--- src/rtl/athos_ip_host_seq.sv ---
// Host-side sequencer for athos_ip: streams NUM_WORDS words into the IP, starts it, waits for
// completion under a timeout, then drains NUM_WORDS results into a valid/ready output stream.
module athos_ip_host_seq #(
    parameter int unsigned DATA_W      = 32,
    parameter int unsigned NUM_WORDS   = 256,
    parameter int unsigned TIMEOUT_CYC = 4096,
    localparam int unsigned IDX_W      = $clog2(NUM_WORDS),
    localparam int unsigned CNT_W      = $clog2(TIMEOUT_CYC + 1)
) (
    input  logic              clk_i,
    input  logic              rst_ni,
    input  logic              cmd_valid_i,
    output logic              cmd_ready_o,
    input  logic [5:0]        cmd_op_i,
    input  logic              in_valid_i,
    output logic              in_ready_o,
    input  logic [DATA_W-1:0] in_data_i,
    output logic              load_o,
    output logic              start_o,
    output logic              store_o,
    output logic              load_en_o,
    output logic [DATA_W-1:0] wdata_o,
    output logic [IDX_W-1:0]  wr_idx_o,
    output logic [5:0]        operation_o,
    input  logic              status_0_i,
    output logic [IDX_W-1:0]  rd_idx_o,
    output logic              rd_req_o,
    input  logic [DATA_W-1:0] rdata_i,
    output logic              out_valid_o,
    input  logic              out_ready_i,
    output logic [DATA_W-1:0] out_data_o,
    output logic              busy_o,
    output logic              done_intr_o,
    output logic              err_o
);

    localparam logic [IDX_W-1:0] LastIdx  = IDX_W'(NUM_WORDS - 1);
    localparam logic [IDX_W:0]   NumWords = (IDX_W + 1)'(NUM_WORDS);
    localparam logic [CNT_W-1:0] TmoLast  = CNT_W'(TIMEOUT_CYC - 1);

    typedef enum logic [2:0] {
        StIdle,
        StLoadCmd,
        StLoad,
        StStart,
        StWait,
        StStoreCmd,
        StStore,
        StDone
    } state_e;

    state_e             state_q, state_d;
    logic [5:0]         op_q, op_d;
    logic               err_q, err_d;
    logic [IDX_W-1:0]   wr_idx_q, wr_idx_d;
    logic [CNT_W-1:0]   tmo_cnt_q, tmo_cnt_d;
    logic [IDX_W-1:0]   rd_idx_q, rd_idx_d;
    logic [IDX_W:0]     rd_cnt_q, rd_cnt_d;
    logic [IDX_W-1:0]   hs_cnt_q, hs_cnt_d;
    logic               pend_q, pend_d;
    logic               out_valid_q, out_valid_d;
    logic [DATA_W-1:0]  out_data_q, out_data_d;
    logic               out_hs;
    logic               rd_fire;

    always_ff @(posedge clk_i or negedge rst_ni) begin
        if (!rst_ni) begin
            state_q     <= StIdle;
            op_q        <= '0;
            err_q       <= 1'b0;
            wr_idx_q    <= '0;
            tmo_cnt_q   <= '0;
            rd_idx_q    <= '0;
            rd_cnt_q    <= '0;
            hs_cnt_q    <= '0;
            pend_q      <= 1'b0;
            out_valid_q <= 1'b0;
            out_data_q  <= '0;
        end else begin
            state_q     <= state_d;
            op_q        <= op_d;
            err_q       <= err_d;
            wr_idx_q    <= wr_idx_d;
            tmo_cnt_q   <= tmo_cnt_d;
            rd_idx_q    <= rd_idx_d;
            rd_cnt_q    <= rd_cnt_d;
            hs_cnt_q    <= hs_cnt_d;
            pend_q      <= pend_d;
            out_valid_q <= out_valid_d;
            out_data_q  <= out_data_d;
        end
    end

    always_comb begin
        state_d     = state_q;
        op_d        = op_q;
        err_d       = err_q;
        wr_idx_d    = wr_idx_q;
        tmo_cnt_d   = tmo_cnt_q;
        rd_idx_d    = rd_idx_q;
        rd_cnt_d    = rd_cnt_q;
        hs_cnt_d    = hs_cnt_q;
        pend_d      = pend_q;
        out_valid_d = out_valid_q;
        out_data_d  = out_data_q;
        cmd_ready_o = 1'b0;
        in_ready_o  = 1'b0;
        load_en_o   = 1'b0;
        load_o      = 1'b0;
        start_o     = 1'b0;
        store_o     = 1'b0;
        rd_req_o    = 1'b0;
        done_intr_o = 1'b0;
        out_hs      = out_valid_q & out_ready_i;
        rd_fire     = 1'b0;

        unique case (state_q)
            StIdle: begin
                cmd_ready_o = 1'b1;
                if (cmd_valid_i) begin
                    op_d    = cmd_op_i;
                    err_d   = 1'b0;
                    state_d = (cmd_op_i == 6'd0) ? StDone : StLoadCmd;
                end
            end
            StLoadCmd: begin
                load_o   = 1'b1;
                wr_idx_d = '0;
                state_d  = StLoad;
            end
            StLoad: begin
                in_ready_o = 1'b1;
                load_en_o  = in_valid_i;
                if (in_valid_i) begin
                    if (wr_idx_q == LastIdx) begin
                        wr_idx_d = '0;
                        state_d  = StStart;
                    end else begin
                        wr_idx_d = wr_idx_q + 1'b1;
                    end
                end
            end
            StStart: begin
                start_o   = 1'b1;
                tmo_cnt_d = '0;
                state_d   = StWait;
            end
            StWait: begin
                tmo_cnt_d = tmo_cnt_q + 1'b1;
                // Completion takes priority over a timeout expiring in the same cycle.
                if (status_0_i) begin
                    tmo_cnt_d = '0;
                    state_d   = StStoreCmd;
                end else if (tmo_cnt_q == TmoLast) begin
                    tmo_cnt_d = '0;
                    err_d     = 1'b1;
                    state_d   = StDone;
                end
            end
            StStoreCmd: begin
                store_o     = 1'b1;
                rd_idx_d    = '0;
                rd_cnt_d    = '0;
                hs_cnt_d    = '0;
                pend_d      = 1'b0;
                out_valid_d = 1'b0;
                state_d     = StStore;
            end
            StStore: begin
                // A request is only issued when the output slot will be free for its data.
                rd_fire  = !pend_q && (rd_cnt_q != NumWords) && (!out_valid_q || out_ready_i);
                rd_req_o = rd_fire;
                if (out_hs) begin
                    out_valid_d = 1'b0;
                    hs_cnt_d    = hs_cnt_q + 1'b1;
                end
                if (pend_q) begin
                    out_data_d  = rdata_i;
                    out_valid_d = 1'b1;
                    pend_d      = 1'b0;
                end
                if (rd_fire) begin
                    pend_d   = 1'b1;
                    rd_cnt_d = rd_cnt_q + 1'b1;
                    rd_idx_d = (rd_idx_q == LastIdx) ? '0 : rd_idx_q + 1'b1;
                end
                if (out_hs && (hs_cnt_q == LastIdx)) begin
                    rd_idx_d = '0;
                    rd_cnt_d = '0;
                    hs_cnt_d = '0;
                    state_d  = StDone;
                end
            end
            StDone: begin
                done_intr_o = 1'b1;
                state_d     = StIdle;
            end
            default: state_d = StIdle;
        endcase
    end

    assign wdata_o     = in_data_i;
    assign wr_idx_o    = wr_idx_q;
    assign rd_idx_o    = rd_idx_q;
    assign operation_o = op_q;
    assign out_valid_o = out_valid_q;
    assign out_data_o  = out_data_q;
    assign busy_o      = (state_q != StIdle);
    assign err_o       = err_q;

endmodule

--- config.mk ---
export PLATFORM = sky130hd
export DESIGN_NAME = athos_ip_host_seq
export DESIGN_NICKNAME = d
export VERILOG_FILES = /design/src/rtl/athos_ip_host_seq.sv
export SDC_FILE = /design/constraint.sdc
export NUM_CORES = 1
export LEC_CHECK = 0
export BUFFER_PORTS_ARGS = -buffer_cell sky130_fd_sc_hd__buf_2
export CORE_MARGIN = 5
export CORE_UTILIZATION = 30
export DETAILED_ROUTE_END_ITERATION = 8
export SYNTH_ARGS = -nofsm -noshare
export SYNTH_HDL_FRONTEND = slang
export SYNTH_SLANG_ARGS = --single-unit
--- constraint.sdc ---
create_clock -name clk_i -period 5.95 [get_ports clk_i]
set_input_delay 0.2975 -clock clk_i [delete_from_list [all_inputs] [get_ports clk_i]]
set_output_delay 0.2975 -clock clk_i [all_outputs]
set_load 0.01 [all_outputs]
# Yosys cells after proc, flatten, opt, wreduce, memory -nomap -nowiden
# Index checks and enable logic that the tools add are counted.
[word_totals]
reg_bits = 90
in_bits = 76
output_inout_bits = 97
wordCells = 101
[op_classes]
addsub = 5
n_eq_ne = 22
mux = 41
bitwise = 1
n_reduce_logical = 21
[op_table]
columns = ["cell", "n"]
rows = [
  ["$mux W8", 7],
  ["$pmux W8 S2", 3],
  ["$mux W13", 2],
  ["$pmux W13 S2", 1],
  ["$add A8 B1 Y8 const B", 3],
  ["$eq A8 B8 Y1 const B", 3],
  ["$pmux W3 S8", 1],
  ["$mux W3", 7],
  ["$mux W9", 2],
  ["$pmux W9 S2", 1],
  ["$mux W1", 14],
  ["$add A13 B1 Y13 const B", 1],
  ["$eq A13 B12 Y1 const B", 1],
  ["$eq A3 B3 Y1 const B", 4],
  ["$ne A2 B2 Y1 const B", 6],
  ["$ne A3 B3 Y1 const B", 4],
  ["$reduce_and A2 Y1", 6],
  ["$add A9 B1 Y9 const B", 1],
  ["$ne A9 B9 Y1 const B", 1],
  ["$reduce_bool A2 Y1", 4],
  ["$eq A3 B2 Y1 const B", 2],
  ["$logic_not A6 Y1", 1],
  ["$pmux W1 S2", 3],
  ["$reduce_and A5 Y1", 1],
  ["8 further kinds", 11],
]

# Longest topological paths before layout
[depth]
word_depth = 6
mapped_depth = 8
depth_no_buf = 7

# Least setup slack after synthesis
# Ideal clock, no wire load.
[synth_path]
kind = "reg-to-reg"
from = "reg rd_cnt_q[0]"
to = "reg rd_idx_q[7] (netlist: rd_idx_o[7])"
setup_ps = 92
arrival_ps = 2037
required_ps = 5858
path_slack_ps = 3821
path_stages_with_launch = 8
n_path_buf = 0
synth_period_minus_slack_ps = 2129
path_cell_list = "dfrtp_1 inv_1 ha_1 nor4b_2 a2111oi_4 nor3_2 or3_4 o31ai_2"
[synth_via]
elab_chain_len = 5
[synth_lines]
columns = ["element", "line_no", "source"]
rows = [
  ["from (decl)", "58", "logic [IDX_W:0] rd_cnt_q, rd_cnt_d;"],
  ["from (signal assigned)", "86", "rd_cnt_q <= rd_cnt_d;"],
  ["$ne A9 B9 Y1", "171", "rd_fire = !pend_q && (rd_cnt_q != NumWords) && (!out_valid_q || out_ready_i);"],
  ["$logic_and A1 B1 Y1 (2 in a row)", "171", ""],
  ["$ne A3 B3 Y1 (no source line)", "n/a", ""],
  ["$reduce_and A2 Y1 (no source line)", "n/a", ""],
  ["to (signal assigned)", "85", "rd_idx_q <= rd_idx_d;"],
  ["to (decl)", "57", "logic [IDX_W-1:0] rd_idx_q, rd_idx_d;"],
]
# No other way between the ends.
# A chain may end at the register's enable or synchronous reset.

# Worst setup path after layout
[layout_path]
from = "reg rd_cnt_q[0]"
to = "reg rd_idx_q[2] (netlist: rd_idx_o[2])"
# Same word-level chain as after synthesis.

==> summary.txt <==
Outcome
  • Outcome: complete, no violations

STA
  • Worst hold slack: between 0.15 and 0.2 ns
  • PnR worst setup slack: 3.45 ns
  • Final Cycle Share: 42.0%
  • Slew headroom: 27.5%
  • RSZ-0062 raised after global routing: no
  • Slew Viols, Final: 0
  • Skew final: about 0.0077 ns
  • Worst Tran Pin Value: 1.08 ns
  • Final setup vio count: 0
  • Highest clock rate: 400 MHz
  • Setup TNS: 0 ns
  • Final hold violations: 0
  • Tmin final: 2.50 ns

Worst setup path
  • Worst EP arrival: 2.73 ns
  • R2R Path Start: rd_cnt_q[0]
  • CP startpoint kind: flop
  • Critical Path RT: 6.18 ns
  • Crit path cell chain: inv_1 > ha_1 > nor4b_2 > a2111oi_4 > nor3_2 > or3_4 > o21ai_1
  • Crit path largest cell delay: around 0.88 ns
  • Worst r2r path cells: 7
  • R2R setup slack: about 3.5 ns
  • Worst setup EP type: flop
  • CP max-delay cell: nor3_2
  • Worst Path Max Fanout: 19
  • Worst setup path class: flop to flop
  • Reg2reg end: rd_idx_o[2]

Place
  • I/O Buffers: 108
  • Placed cell count: 671
  • Dpl hpwl: 7410 um
  • Placer Congestion: just over 0.8
  • Worst slack, placed: roughly 3.5 ns

Yosys
  • Synth top area cells: dfrtp_1 (51%), mux2_2 (9.9%), buf_4 (5.4%)
  • Post-synth top flop: dfrtp_1
  • Count leader, synth: dfrtp_1
  • YS warnings: 0
  • Mapped Cells: 419
  • FFs w/ async S/R, synth: 100%
  • Area leader, netlist: dfrtp_1
  • Post-synth EDFFs: 0
  • Yosys cell types: 52
  • Seq/Total Area, Yosys: 50.8%
  • Area share of the largest cell type after synthesis: 50.8%
  • Mean Syn Cell Area: around 11 um^2
  • Most frequent cells after synthesis: dfrtp_1 (90), nand2_1 (40), mux2_2 (39)
  • Post-synthesis cell area: 0.00444 mm^2
  • Synthesis-stage register bit count: 90
  • Syn nets: between 500 and 600

Die
  • Full die area: roughly 0.017 mm^2
  • FP Rows: between 40 and 50
  • Core area: roughly 0.015 mm^2
  • Die boundary width: 132 um
  • Die height: 132 um
  • IO Pins: 173
  • Initial Util: 30.5%

Global routing
  • Largest net degree at the start of global routing: 59
  • Initial antenna violation count: 0
  • Overall Global Routing Usage: 11.8%
  • First-pass GRT wire length: approximately 17000 um
  • Vias in the first global route: roughly 3400
  • Grt ovf: 0

Power
  • Pwr dens: 442 mW/mm^2
  • Static leakage: 2.46 nW
  • Overall Power: around 2.3 mW
  • Max VDD drop: 186 uV

Clocking
  • CTS tree: built
  • Setup bufs post-CTS: 0
  • Clock sink count: 90
  • Inserted Clock Buffers: 9
  • Worst-Skew Late Latency: 0.35 ns
  • Post-cts sizing count: 0
  • CTS hold repair buffers: 1
  • Clock Pin Slew Worst Setup and Hold Paths: 0.06 ns
  • Clk root buf: clkbuf_16
  • Buffers from clock root to sink, at most: 2
  • H-tree lvl count: 3

Hold path
  • Worst min path class: input pin to flop
  • Hold Path Sink: out_data_o[24]
  • Worst hold stages: 2
  • Hold Startpoint: rdata_i[24]

Flow run
  • Total of max-cap violations: 0

Finish
  • # nets final: 581
  • Final non-filler cell total: about 700
  • Synth-to-Final Area Change: 18.6%
  • N_diodes: 0
  • Share of cells above drive strength 1: between 30% and 40%
  • Fillers: between 1000 and 1500

Route
  • Post-route ant nets: 0
  • WL final: 10100 um
  • Initial DRC count: approximately 190
  • Via count: approximately 3300
  • DRC: 0
  • DR vias/cell: about 4.8
  • DR WL/cell: about 15 um
  • Drt first pass iters: 4
[metrics by stage]
stage                     instance area [um^2]  utilization (%)
after CTS                                 5260             36.2
after floorplan                           4440                -
after global routing                      5260             36.2
after detailed placement                  4940             34.0
after global placement                    4940             34.0
final                                     5260             36.2
[area by class of cell]
cell class / instances / area [um^2] / area share (%)
flip-flops and latches: 90 / 2250 / 42.8
multi-input cells: 276 / 1860 / 35.4
repair buffers: 111 / 568 / 10.8
clock buffers: 11 / 243 / 4.62
well taps: 184 / 230 / 4.38
clock inverters: 5 / 62.6 / 1.19
inverters: 11 / 41.3 / 0.785
[power breakdown]
group          switching (mW)  internal (mW)
clock network           0.244          0.339
logic                   0.421          0.366
registers               0.153          0.804
[metal layers]
metal	global-route usage (%)	routed length [um]	vias to the layer above	part of all wire (%)
li1	-	-	1592	-
met1	13.3	3970	1583	39
met2	20.2	5140	93	51
met3	2.68	550	44	5.5
met4	7.43	428	0	4.2
met5	0	0	-	0
[flip-flops by register name, indices dropped and copies added (netlist names)]
register	cells
wr_idx_o	8
out_valid_o	1
out_data_o	32
err_o	1
operation_o	6
hs_cnt_q	8
state_q	3
pend_q	1
rd_idx_o	8
tmo_cnt_q	13
rd_cnt_q	9
[worst max-delay path: cells and delay by family (launching register included)]
kind	cells	cell delay (ns)
AND/OR/NAND/NOR	3	1.49
buffers and inverters	1	0.09
flip-flops	1	0.43
adder cells (fa/ha/maj)	1	0.15
AO/OA/AOI/OAI	2	0.21
[cell usage in the layout, fill, tap and decap left out, types with 3 or more instances in the layout]
master,n
buf_2,107
dfrtp_1,90
nand2_1,40
mux2_2,39
nor2_1,36
o21ai_0,30
nand3_1,21
inv_1,11
xnor2_1,11
xor2_1,11
clkbuf_16,9
nor3_1,8
a21oi_1,8
and3_1,7
ha_1,6
nor4_1,4
nand4_1,3
o31ai_1,3
o21ai_1,3
a211oi_1,3
a31oi_1,3
buf_4,3
[worst max path at each step]
stage                     slack, ns         from          end
after floorplan                3.82  rd_cnt_q[0]  rd_idx_o[7]
after global placement         3.61  rd_cnt_q[0]  rd_idx_o[2]
after detailed placement       3.50  rd_cnt_q[0]  rd_idx_o[3]
after CTS                      3.46  rd_cnt_q[0]  rd_idx_o[2]
after global routing           3.23  rd_cnt_q[0]  rd_idx_o[2]
final                          3.45  rd_cnt_q[0]  rd_idx_o[2]
[cell families (layout without fill, tap and decap cells)]
kind of cell             after synthesis  count (layout)  synth area share, %
buffers and inverters                 53             138                 7.25
flip-flops                            90              90                 50.8
XOR/XNOR                              22              22                 4.34
AO/OA/AOI/OAI                         62              62                 8.94
adder cells (fa/ha/maj)                6               6                 1.69
AND/OR/NAND/NOR                      147             147                 17.1
multiplexers                          39              39                 9.90
No activity file was read; power rests on OpenSTA's default activity.
